===== config.mk =====
export PLATFORM = sky130hd
export DESIGN_NAME = hazard_controller_flat
export DESIGN_NICKNAME = d
export VERILOG_FILES = /design/src/rtl/hazard_if.sv /design/src/rtl/hazard_controller.sv /design/src/flat_wrapper.sv
export SDC_FILE = /design/constraint.sdc
export NUM_CORES = 1
export LEC_CHECK = 0
export CAP_MARGIN = 10
export CORE_MARGIN = 2
export CORE_UTILIZATION = 47
export DETAILED_ROUTE_END_ITERATION = 8
export GPL_ROUTABILITY_DRIVEN = 0
export PLACE_DENSITY = 0.8
export SETUP_SLACK_MARGIN = 0.2
export SLEW_MARGIN = 20
export SYNTH_ARGS = -nofsm -noshare
export SYNTH_HDL_FRONTEND = slang
export SYNTH_SLANG_ARGS = --single-unit

===== constraint.sdc =====
create_clock -name clk -period 3.2 [get_ports clk]
set_input_delay 0.64 -clock clk [delete_from_list [all_inputs] [get_ports clk]]
set_output_delay 0.64 -clock clk [all_outputs]
set_load 0.05 [all_outputs]

===== src/rtl/hazard_if.sv =====
// Pipeline hazard bus: hazard inputs from the pipeline, stall/flush/freeze controls back.
interface hazard_if #(
    parameter int unsigned CNT_W = 16
);
    logic             IDEXmemRead;
    logic [4:0]       IDEXrt;
    logic [4:0]       IFIDrs;
    logic [4:0]       IFIDrt;
    logic             IFIDusesRt;
    logic             EXbranchTaken;
    logic             EXMEMmemAccess;
    logic             memReady;
    logic             pcWrite;
    logic             IFIDwrite;
    logic             IFIDflush;
    logic             IDEXflush;
    logic             IDEXhold;
    logic             EXMEMhold;
    logic             MEMWBbubble;
    logic             memReq;
    logic             memErr;
    logic [CNT_W-1:0] stallCount;

    // Controller side
    modport master (
        input  IDEXmemRead, IDEXrt, IFIDrs, IFIDrt, IFIDusesRt,
               EXbranchTaken, EXMEMmemAccess, memReady,
        output pcWrite, IFIDwrite, IFIDflush, IDEXflush, IDEXhold,
               EXMEMhold, MEMWBbubble, memReq, memErr, stallCount
    );

    // Pipeline side
    modport slave (
        output IDEXmemRead, IDEXrt, IFIDrs, IFIDrt, IFIDusesRt,
               EXbranchTaken, EXMEMmemAccess, memReady,
        input  pcWrite, IFIDwrite, IFIDflush, IDEXflush, IDEXhold,
               EXMEMhold, MEMWBbubble, memReq, memErr, stallCount
    );
endinterface


===== src/rtl/hazard_controller.sv =====
// Hazard controller for the 5-stage MIPS pipeline: load-use stalls, branch
// flushes, data-memory freezes with timeout into a sticky halt, and a
// saturating stall-cycle counter.
module hazard_controller #(
    parameter int unsigned TIMEOUT = 255,
    parameter int unsigned CNT_W   = 16
) (
    input  logic     clk,
    input  logic     rst,
    hazard_if.master bus
);
    localparam int unsigned WAIT_W = ($clog2(TIMEOUT + 1) > 8) ? $clog2(TIMEOUT + 1) : 8;
    localparam logic [WAIT_W-1:0] TIMEOUT_W = WAIT_W'(TIMEOUT);
    localparam logic [CNT_W-1:0]  CNT_MAX   = '1;

    typedef enum logic [1:0] {
        RUN      = 2'd0,
        MEM_WAIT = 2'd1,
        HALT     = 2'd2
    } state_e;

    state_e            state_q, state_d;
    logic [WAIT_W-1:0] wait_cnt_q, wait_cnt_d;
    logic              mem_err_q;
    logic [CNT_W-1:0]  stall_cnt_q;

    logic mem_stall_c;
    logic load_use_c;
    logic pc_write_c;
    logic ifid_write_c;
    logic ifid_flush_c;
    logic idex_flush_c;
    logic idex_hold_c;
    logic exmem_hold_c;
    logic memwb_bubble_c;
    logic mem_req_c;

    // Raw hazard conditions from the current pipeline contents
    always_comb begin
        mem_stall_c = bus.EXMEMmemAccess && !bus.memReady;
        load_use_c  = bus.IDEXmemRead && (bus.IDEXrt != 5'd0) &&
                      ((bus.IDEXrt == bus.IFIDrs) ||
                       (bus.IFIDusesRt && (bus.IDEXrt == bus.IFIDrt)));
    end

    // Mealy control outputs and next-state selection; freeze beats branch beats load-use
    always_comb begin
        pc_write_c     = 1'b0;
        ifid_write_c   = 1'b0;
        ifid_flush_c   = 1'b0;
        idex_flush_c   = 1'b0;
        idex_hold_c    = 1'b0;
        exmem_hold_c   = 1'b0;
        memwb_bubble_c = 1'b0;
        mem_req_c      = 1'b0;
        state_d        = state_q;
        wait_cnt_d     = wait_cnt_q;

        if (rst) begin
            ifid_flush_c = 1'b1;
            idex_flush_c = 1'b1;
        end else begin
            case (state_q)
                HALT: begin
                    idex_hold_c    = 1'b1;
                    exmem_hold_c   = 1'b1;
                    memwb_bubble_c = 1'b1;
                end
                default: begin
                    mem_req_c = bus.EXMEMmemAccess;
                    if (mem_stall_c) begin
                        idex_hold_c    = 1'b1;
                        exmem_hold_c   = 1'b1;
                        memwb_bubble_c = 1'b1;
                        if (state_q == RUN) begin
                            state_d    = MEM_WAIT;
                            wait_cnt_d = WAIT_W'(1);
                        end else if (wait_cnt_q >= TIMEOUT_W) begin
                            state_d = HALT;
                        end else begin
                            wait_cnt_d = wait_cnt_q + WAIT_W'(1);
                        end
                    end else begin
                        state_d    = RUN;
                        wait_cnt_d = '0;
                        if (bus.EXbranchTaken) begin
                            pc_write_c   = 1'b1;
                            ifid_write_c = 1'b1;
                            ifid_flush_c = 1'b1;
                            idex_flush_c = 1'b1;
                        end else if (load_use_c) begin
                            idex_flush_c = 1'b1;
                        end else begin
                            pc_write_c   = 1'b1;
                            ifid_write_c = 1'b1;
                        end
                    end
                end
            endcase
        end
    end

    // State, wait counter, sticky error flag and saturating stall counter
    always_ff @(posedge clk) begin
        if (rst) begin
            state_q     <= RUN;
            wait_cnt_q  <= '0;
            mem_err_q   <= 1'b0;
            stall_cnt_q <= '0;
        end else begin
            state_q    <= state_d;
            wait_cnt_q <= wait_cnt_d;
            mem_err_q  <= (state_d == HALT);
            if (!pc_write_c && (stall_cnt_q != CNT_MAX)) begin
                stall_cnt_q <= stall_cnt_q + CNT_W'(1);
            end
        end
    end

    assign bus.pcWrite     = pc_write_c;
    assign bus.IFIDwrite   = ifid_write_c;
    assign bus.IFIDflush   = ifid_flush_c;
    assign bus.IDEXflush   = idex_flush_c;
    assign bus.IDEXhold    = idex_hold_c;
    assign bus.EXMEMhold   = exmem_hold_c;
    assign bus.MEMWBbubble = memwb_bubble_c;
    assign bus.memReq      = mem_req_c;
    assign bus.memErr      = mem_err_q;
    assign bus.stallCount  = stall_cnt_q;
endmodule


===== src/flat_wrapper.sv =====
// flat-port wrapper written by rule: the top's interface ports become plain ports
module hazard_controller_flat 
#(
    parameter int unsigned TIMEOUT = 255,
    parameter int unsigned CNT_W   = 16
)
  (clk, rst, bus_IDEXmemRead, bus_IDEXrt, bus_IFIDrs, bus_IFIDrt, bus_IFIDusesRt, bus_EXbranchTaken, bus_EXMEMmemAccess, bus_memReady, bus_pcWrite, bus_IFIDwrite, bus_IFIDflush, bus_IDEXflush, bus_IDEXhold, bus_EXMEMhold, bus_MEMWBbubble, bus_memReq, bus_memErr, bus_stallCount);
  hazard_if #(.CNT_W(CNT_W)) bus_i ();
  input  logic clk;
  input  logic rst;
  input wire logic [$bits(bus_i.IDEXmemRead)-1:0] bus_IDEXmemRead;
  input wire logic [$bits(bus_i.IDEXrt)-1:0] bus_IDEXrt;
  input wire logic [$bits(bus_i.IFIDrs)-1:0] bus_IFIDrs;
  input wire logic [$bits(bus_i.IFIDrt)-1:0] bus_IFIDrt;
  input wire logic [$bits(bus_i.IFIDusesRt)-1:0] bus_IFIDusesRt;
  input wire logic [$bits(bus_i.EXbranchTaken)-1:0] bus_EXbranchTaken;
  input wire logic [$bits(bus_i.EXMEMmemAccess)-1:0] bus_EXMEMmemAccess;
  input wire logic [$bits(bus_i.memReady)-1:0] bus_memReady;
  output wire logic [$bits(bus_i.pcWrite)-1:0] bus_pcWrite;
  output wire logic [$bits(bus_i.IFIDwrite)-1:0] bus_IFIDwrite;
  output wire logic [$bits(bus_i.IFIDflush)-1:0] bus_IFIDflush;
  output wire logic [$bits(bus_i.IDEXflush)-1:0] bus_IDEXflush;
  output wire logic [$bits(bus_i.IDEXhold)-1:0] bus_IDEXhold;
  output wire logic [$bits(bus_i.EXMEMhold)-1:0] bus_EXMEMhold;
  output wire logic [$bits(bus_i.MEMWBbubble)-1:0] bus_MEMWBbubble;
  output wire logic [$bits(bus_i.memReq)-1:0] bus_memReq;
  output wire logic [$bits(bus_i.memErr)-1:0] bus_memErr;
  output wire logic [$bits(bus_i.stallCount)-1:0] bus_stallCount;
  assign bus_i.IDEXmemRead = bus_IDEXmemRead;
  assign bus_i.IDEXrt = bus_IDEXrt;
  assign bus_i.IFIDrs = bus_IFIDrs;
  assign bus_i.IFIDrt = bus_IFIDrt;
  assign bus_i.IFIDusesRt = bus_IFIDusesRt;
  assign bus_i.EXbranchTaken = bus_EXbranchTaken;
  assign bus_i.EXMEMmemAccess = bus_EXMEMmemAccess;
  assign bus_i.memReady = bus_memReady;
  assign bus_pcWrite = bus_i.pcWrite;
  assign bus_IFIDwrite = bus_i.IFIDwrite;
  assign bus_IFIDflush = bus_i.IFIDflush;
  assign bus_IDEXflush = bus_i.IDEXflush;
  assign bus_IDEXhold = bus_i.IDEXhold;
  assign bus_EXMEMhold = bus_i.EXMEMhold;
  assign bus_MEMWBbubble = bus_i.MEMWBbubble;
  assign bus_memReq = bus_i.memReq;
  assign bus_memErr = bus_i.memErr;
  assign bus_stallCount = bus_i.stallCount;
  hazard_controller #(.TIMEOUT(TIMEOUT), .CNT_W(CNT_W)) u_core (.clk(clk), .rst(rst), .bus(bus_i));
endmodule

# Word-level counts from Yosys, hierarchy flattened
# Cells that the tools add are included.
dict set report word_totals {
  ff_bits 27
  output_inout_bits 25
}
dict set report classes {
  addsub 2
  n_lt_le_gt_ge 1
  eq_ne 6
  n_mux 27
  bitwise_logic 1
  n_reduce_logical 11
}
# op count
set ops {}
lappend ops {{$mux 8} 3}
lappend ops {{$mux 1} 19}
lappend ops {{$add 16x1->16 const B} 1}
lappend ops {{$ne 16x16->1 const B} 1}
lappend ops {{$eq 5x5->1} 2}
lappend ops {{$mux 2} 5}
lappend ops {{$add 8x1->8 const B} 1}
lappend ops {{$ge 8x8->1 const B} 1}
lappend ops {{$logic_and 1x1->1} 5}
lappend ops {{$reduce_bool 5->1} 1}
lappend ops {{$eq 2x2->1 const B} 2}
lappend ops {{$ne 3x3->1 const B} 1}
lappend ops {{$logic_not 1->1} 2}
lappend ops {{$logic_not 2->1} 1}
lappend ops {{$reduce_and 2->1} 1}
lappend ops {{$logic_or 1x1->1} 1}
lappend ops {{$not 1->1} 1}

# Longest topological paths before layout
dict set report depth {
  depth_word 11
  mapped_depth 9
  mapped_depth_nobuf 7
}

# Worst setup path before layout
# OpenSTA, ideal clock, no wires.
dict set report synth_path {
  kind {input-to-output}
  startpoint {in bus_IDEXrt[0]}
  endpoint {out bus_pcWrite}
  arrival_ps 2702
  required_ps 2560
  slack_ps -142
  stages 7
  path_buffers 3
  path_cell_list {or4_1 > o21ai_1 > o31ai_4 > inv_2 > buf_6 > clkbuf_1 > buf_4}
}
dict set report synth_between {
  elab_chain_cells 9
  elab_cells_between_ends 12
}
# element line_no
set synth_rtl {}
lappend synth_rtl {{start, declared} flat_wrapper.sv:12} ;# input wire logic [$bits(bus_i.IDEXrt)-1:0] bus_IDEXrt;
lappend synth_rtl {{$eq 5x5->1} hazard_controller.sv:43} ;# (bus.IFIDusesRt && (bus.IDEXrt == bus.IFIDrt)));
lappend synth_rtl {{$logic_and 1x1->1} hazard_controller.sv:43}
lappend synth_rtl {{$logic_or 1x1->1} hazard_controller.sv:42} ;# ((bus.IDEXrt == bus.IFIDrs) ||
lappend synth_rtl {{$logic_and 1x1->1 *} hazard_controller.sv:41} ;# load_use_c = bus.IDEXmemRead && (bus.IDEXrt != 5'd0) &&
lappend synth_rtl {{$mux 1 * (5 in a row)} --}
lappend synth_rtl {{end, declared} flat_wrapper.sv:19} ;# output wire logic [$bits(bus_i.pcWrite)-1:0] bus_pcWrite;
# Mark *: on every way between the ends. The rest lies on a longest branch, timed or not.

# Worst setup path in the final report
dict set report layout_path {
  startpoint {in bus_IFIDrt[4]}
  endpoint {out bus_pcWrite}
}
dict set report layout_between {
  elab_chain_cells 9
}
# element line_no
set layout_rtl {}
lappend layout_rtl {{start, declared} flat_wrapper.sv:14} ;# input wire logic [$bits(bus_i.IFIDrt)-1:0] bus_IFIDrt;
lappend layout_rtl {{$eq 5x5->1} hazard_controller.sv:43}
lappend layout_rtl {{$logic_and 1x1->1} hazard_controller.sv:43}
lappend layout_rtl {{$logic_or 1x1->1} hazard_controller.sv:42}
lappend layout_rtl {{$logic_and 1x1->1} hazard_controller.sv:41}
lappend layout_rtl {{$mux 1} hazard_controller.sv:91} ;# end else if (load_use_c) begin
lappend layout_rtl {{$mux 1} hazard_controller.sv:86} ;# if (bus.EXbranchTaken) begin
lappend layout_rtl {{$mux 1} hazard_controller.sv:71} ;# if (mem_stall_c) begin
lappend layout_rtl {{$mux 1} hazard_controller.sv:63} ;# case (state_q)
lappend layout_rtl {{$mux 1} hazard_controller.sv:59} ;# if (rst) begin
# No other way between the ends.

==> impl_results.md <==
- CP Max Fanout: 6
- Initial drt markers: 82
- Sequential area share after synthesis: 34.6%
- Sw Pwr: 0.185 mW
- Drt drc: 0
- Vias in the first global route: 1,602
- Syn-to-layout area delta: 42.7%
- Slew headroom: 56.8%
- Synth warn: 0
- Reg2reg start: u_core.bus.stallCount[3]$_SDFFE_PP0P_
- Setup violations, final: 0
- Post-synthesis cell type count: 42
- Crit path DAT: 2.29 ns
- Final hold vios: 0
- Highest metal used: met4
- # port buffers: 46
- Routed Antenna Nets: 0
- Cell area power density: 291 nW/µm²
- Syn Nets: 215
- Most common cell after layout, fill and taps aside: clkdlybuf4s50_1
- Post-Syn Area: 1560 µm²
- Largest net degree at the start of global routing: 33
- Via Count: 1,651
- Most frequent cells in the layout: clkdlybuf4s50_1, dfxtp_1, a21oi_1
- DR WL/cell: 15.1 µm
- Row cnt: 20
- Final WL: 4.28 mm
- CP startpoint: bus_IFIDrt[4]
- Part of the power in the clock network: 22.8%
- Vias per Instance: 5.83
- Hold WS: 0.500 ns
- Seq cells post-synth: 27
- WL met1: 1.76 mm
- CTS Sinks: 27
- Total Neg Setup Slack: 0 ns
- Actual slew at the worst max-slew pin: 0.648 ns
- Sequential share of power: 53.3%
- # Max-Cap Violations: 0
- CTS tree: built
- Crit path kind: in2out
- RSZ-0062 raised after global routing: false
- Core box area: 3100 µm²
- DIE AREA: 3800 µm²
- Hold path start: u_core.bus.stallCount[14]$_SDFFE_PP0P_
- Share of cells above drive strength 1: 12.6%
- Cells after Synth: 191
- Drt first pass iters: 4
- Fill count: 252
- Gr usage total: 23.5%
- Cts bufs inserted: 3
- Final Skew: 0.00594 ns
- Achievable Freq: 341 MHz
- H-tree depth: 1
- Clk buf depth: 2
- Final Cycle Share: 91.7%
- Nets: 264
- Detailed Place HPWL: 3.04 mm
- Fin crit period: 2.93 ns
- Worst Hold Class: reg2reg
- GRT overflow: 0
- Met2 WL: 2.24 mm
- Slew Limit Fails: 0
- VDD IR max: 189 µV
- Combinational group share of total power: 23.8%
- Required time of the critical path: 2.56 ns
- Avg Cell Area, Syn: 8.17 µm²
- Metal3 WL: 200 µm
- Die Y: 61.6 µm
- Io pins: 47
- ANT cells: 0
- Starting Density: 50.3%
- Int Power: 0.462 mW
- Kind of end point of the critical path: output port
- Clock-pin slew on the worst setup and hold paths: 0.14 ns
- Clk root buf: clkbuf_4
- Net Sw Frac: 28.6%
- CP startpoint kind: input pin
- Post-DP Area: 2130 µm²
- Status: complete, no violations
- Clk_lat worst skew: 0.32 ns
- Die X-Extent: 61.6 µm
- First-pass GRT wire length: 6.71 mm
- Post-layout instance area: 2230 µm²
- Antenna violations before repair: 0
- Leakage power: 0.858 nW
kinds of logic (layout without fill, tap and decap cells):
| kind of cell | Yosys count | count (layout) | share of synthesized area [%] |
|---|---|---|---|
| DFF | 27 | 27 | 34.6 |
| xor gates and xnor gates | 10 | 10 | 5.61 |
| buffers and inverters | 17 | 65 | 5.29 |
| muxes | 3 | 3 | 2.17 |
| and+or+nand+nor | 83 | 83 | 30.2 |
| adders and majority gates | 2 | 2 | 1.60 |
| AOI/OAI and AO/OA | 49 | 49 | 20.4 |
per-stage QoR:
| stage | worst slack, ns | cells | util [%] | power, mW |
|---|---|---|---|---|
| after CTS | 0.206 | 278 | 69.9 | 0.641 |
| after global routing | 0.135 | 283 | 71.7 | 0.674 |
| after detailed placement | 0.0474 | 274 | 68.6 | 0.497 |
| after global placement | 0.161 | 274 | 68.6 | 0.491 |
| final | 0.265 | 283 | 71.7 | 0.647 |
| after floorplan | 0.205 | 191 | - | 0.424 |
power groups by stage:
stage	Combinational (mW)	Clock (mW)	Sequential, mW
finish	0.154	0.148	0.345
global route	0.164	0.164	0.345
CTS	0.147	0.149	0.345
detailed placement	0.145	0	0.352
global placement	0.139	0	0.351
floorplan	0.0638	0	0.360
worst max-delay path: stages:
cell,delay [ns]
clkdlybuf4s50_1,0.42
xor2_1,0.17
nor4_2,0.26
a32oi_2,0.18
o31ai_4,0.31
clkinv_4,0.14
buf_12,0.17
cell usage after synthesis:
cell	instances	area share (%)
dfxtp_1	27	35
a21oi_1	18	5.8
nor2_1	17	4.1
nand3_1	13	4.2
o21ai_0	9	2.9
or4_1	9	4.3
xor2_1	9	5.1
and3_1	8	3.2
nand2_1	8	1.9
nor2b_1	8	3.2
clkbuf_1	7	1.7
o31ai_1	7	3.4
nand3b_1	5	2.4
inv_1	4	0.96
buf_4	3	1.4
nor3_1	3	0.96
o41ai_1	3	1.7
a31o_2	2	1.1
and4_1	2	1.1
ha_1	2	1.6
mux2_1	2	1.4
nand4_1	2	0.80
o21a_1	2	0.96
o21ai_1	2	0.64
or3_1	2	0.80
a2111oi_0	1	0.56
a21o_1	1	0.48
a22oi_1	1	0.48
a32oi_1	1	0.56
and2_1	1	0.40
buf_1	1	0.24
buf_6	1	0.72
inv_2	1	0.24
mux2_2	1	0.72
nand4b_1	1	0.56
nor3b_1	1	0.48
nor4_1	1	0.40
nor4_2	1	0.80
nor4b_1	1	0.56
o311ai_1	1	0.56
o31ai_4	1	1.4
xnor2_1	1	0.56
routing by layer:
layer  up-vias  global-route usage, %
li1        799                      -
met1       776                   28.4
met2        68                   41.1
met3         8                   3.78
met4         0                   9.73
met5         -                      0
path summary, 6_finish.rpt:
kind | end | slack, ns | depth (start not counted)
max | bus_pcWrite | 0.27 | 7
min | u_core.bus.stallCount[14]$_SDFFE_PP0P_ | 0.50 | 2
max reg2reg | u_core.bus.stallCount[6]$_SDFFE_PP0P_ | 0.82 | 6
min reg2reg | u_core.bus.stallCount[14]$_SDFFE_PP0P_ | 0.50 | 2
flip-flops by register name, summed over array words and instances (netlist names):
name and cells:
u_core.state_q 2, u_core.bus.memErr 1, u_core.bus.stallCount 16, u_core.wait_cnt_q 8
area by class of cell:
type | instances | area [µm²] | area share, %
multi-input combinational | 147 | 952 | 42.8
sequential | 27 | 541 | 24.3
inverter | 5 | 23.8 | 1.07
tap | 44 | 55.1 | 2.47
timing repair buffer | 56 | 628 | 28.2
clock buffer | 4 | 26.3 | 1.18
what timing repair did:
action,CTS,global route
buffers inserted,0,5
endpoints found under the setup margin,3,3
hold buffers,0,0
gates resized for setup,4,9
pin swaps,2,5
Power figures use the tool's default switching activity.
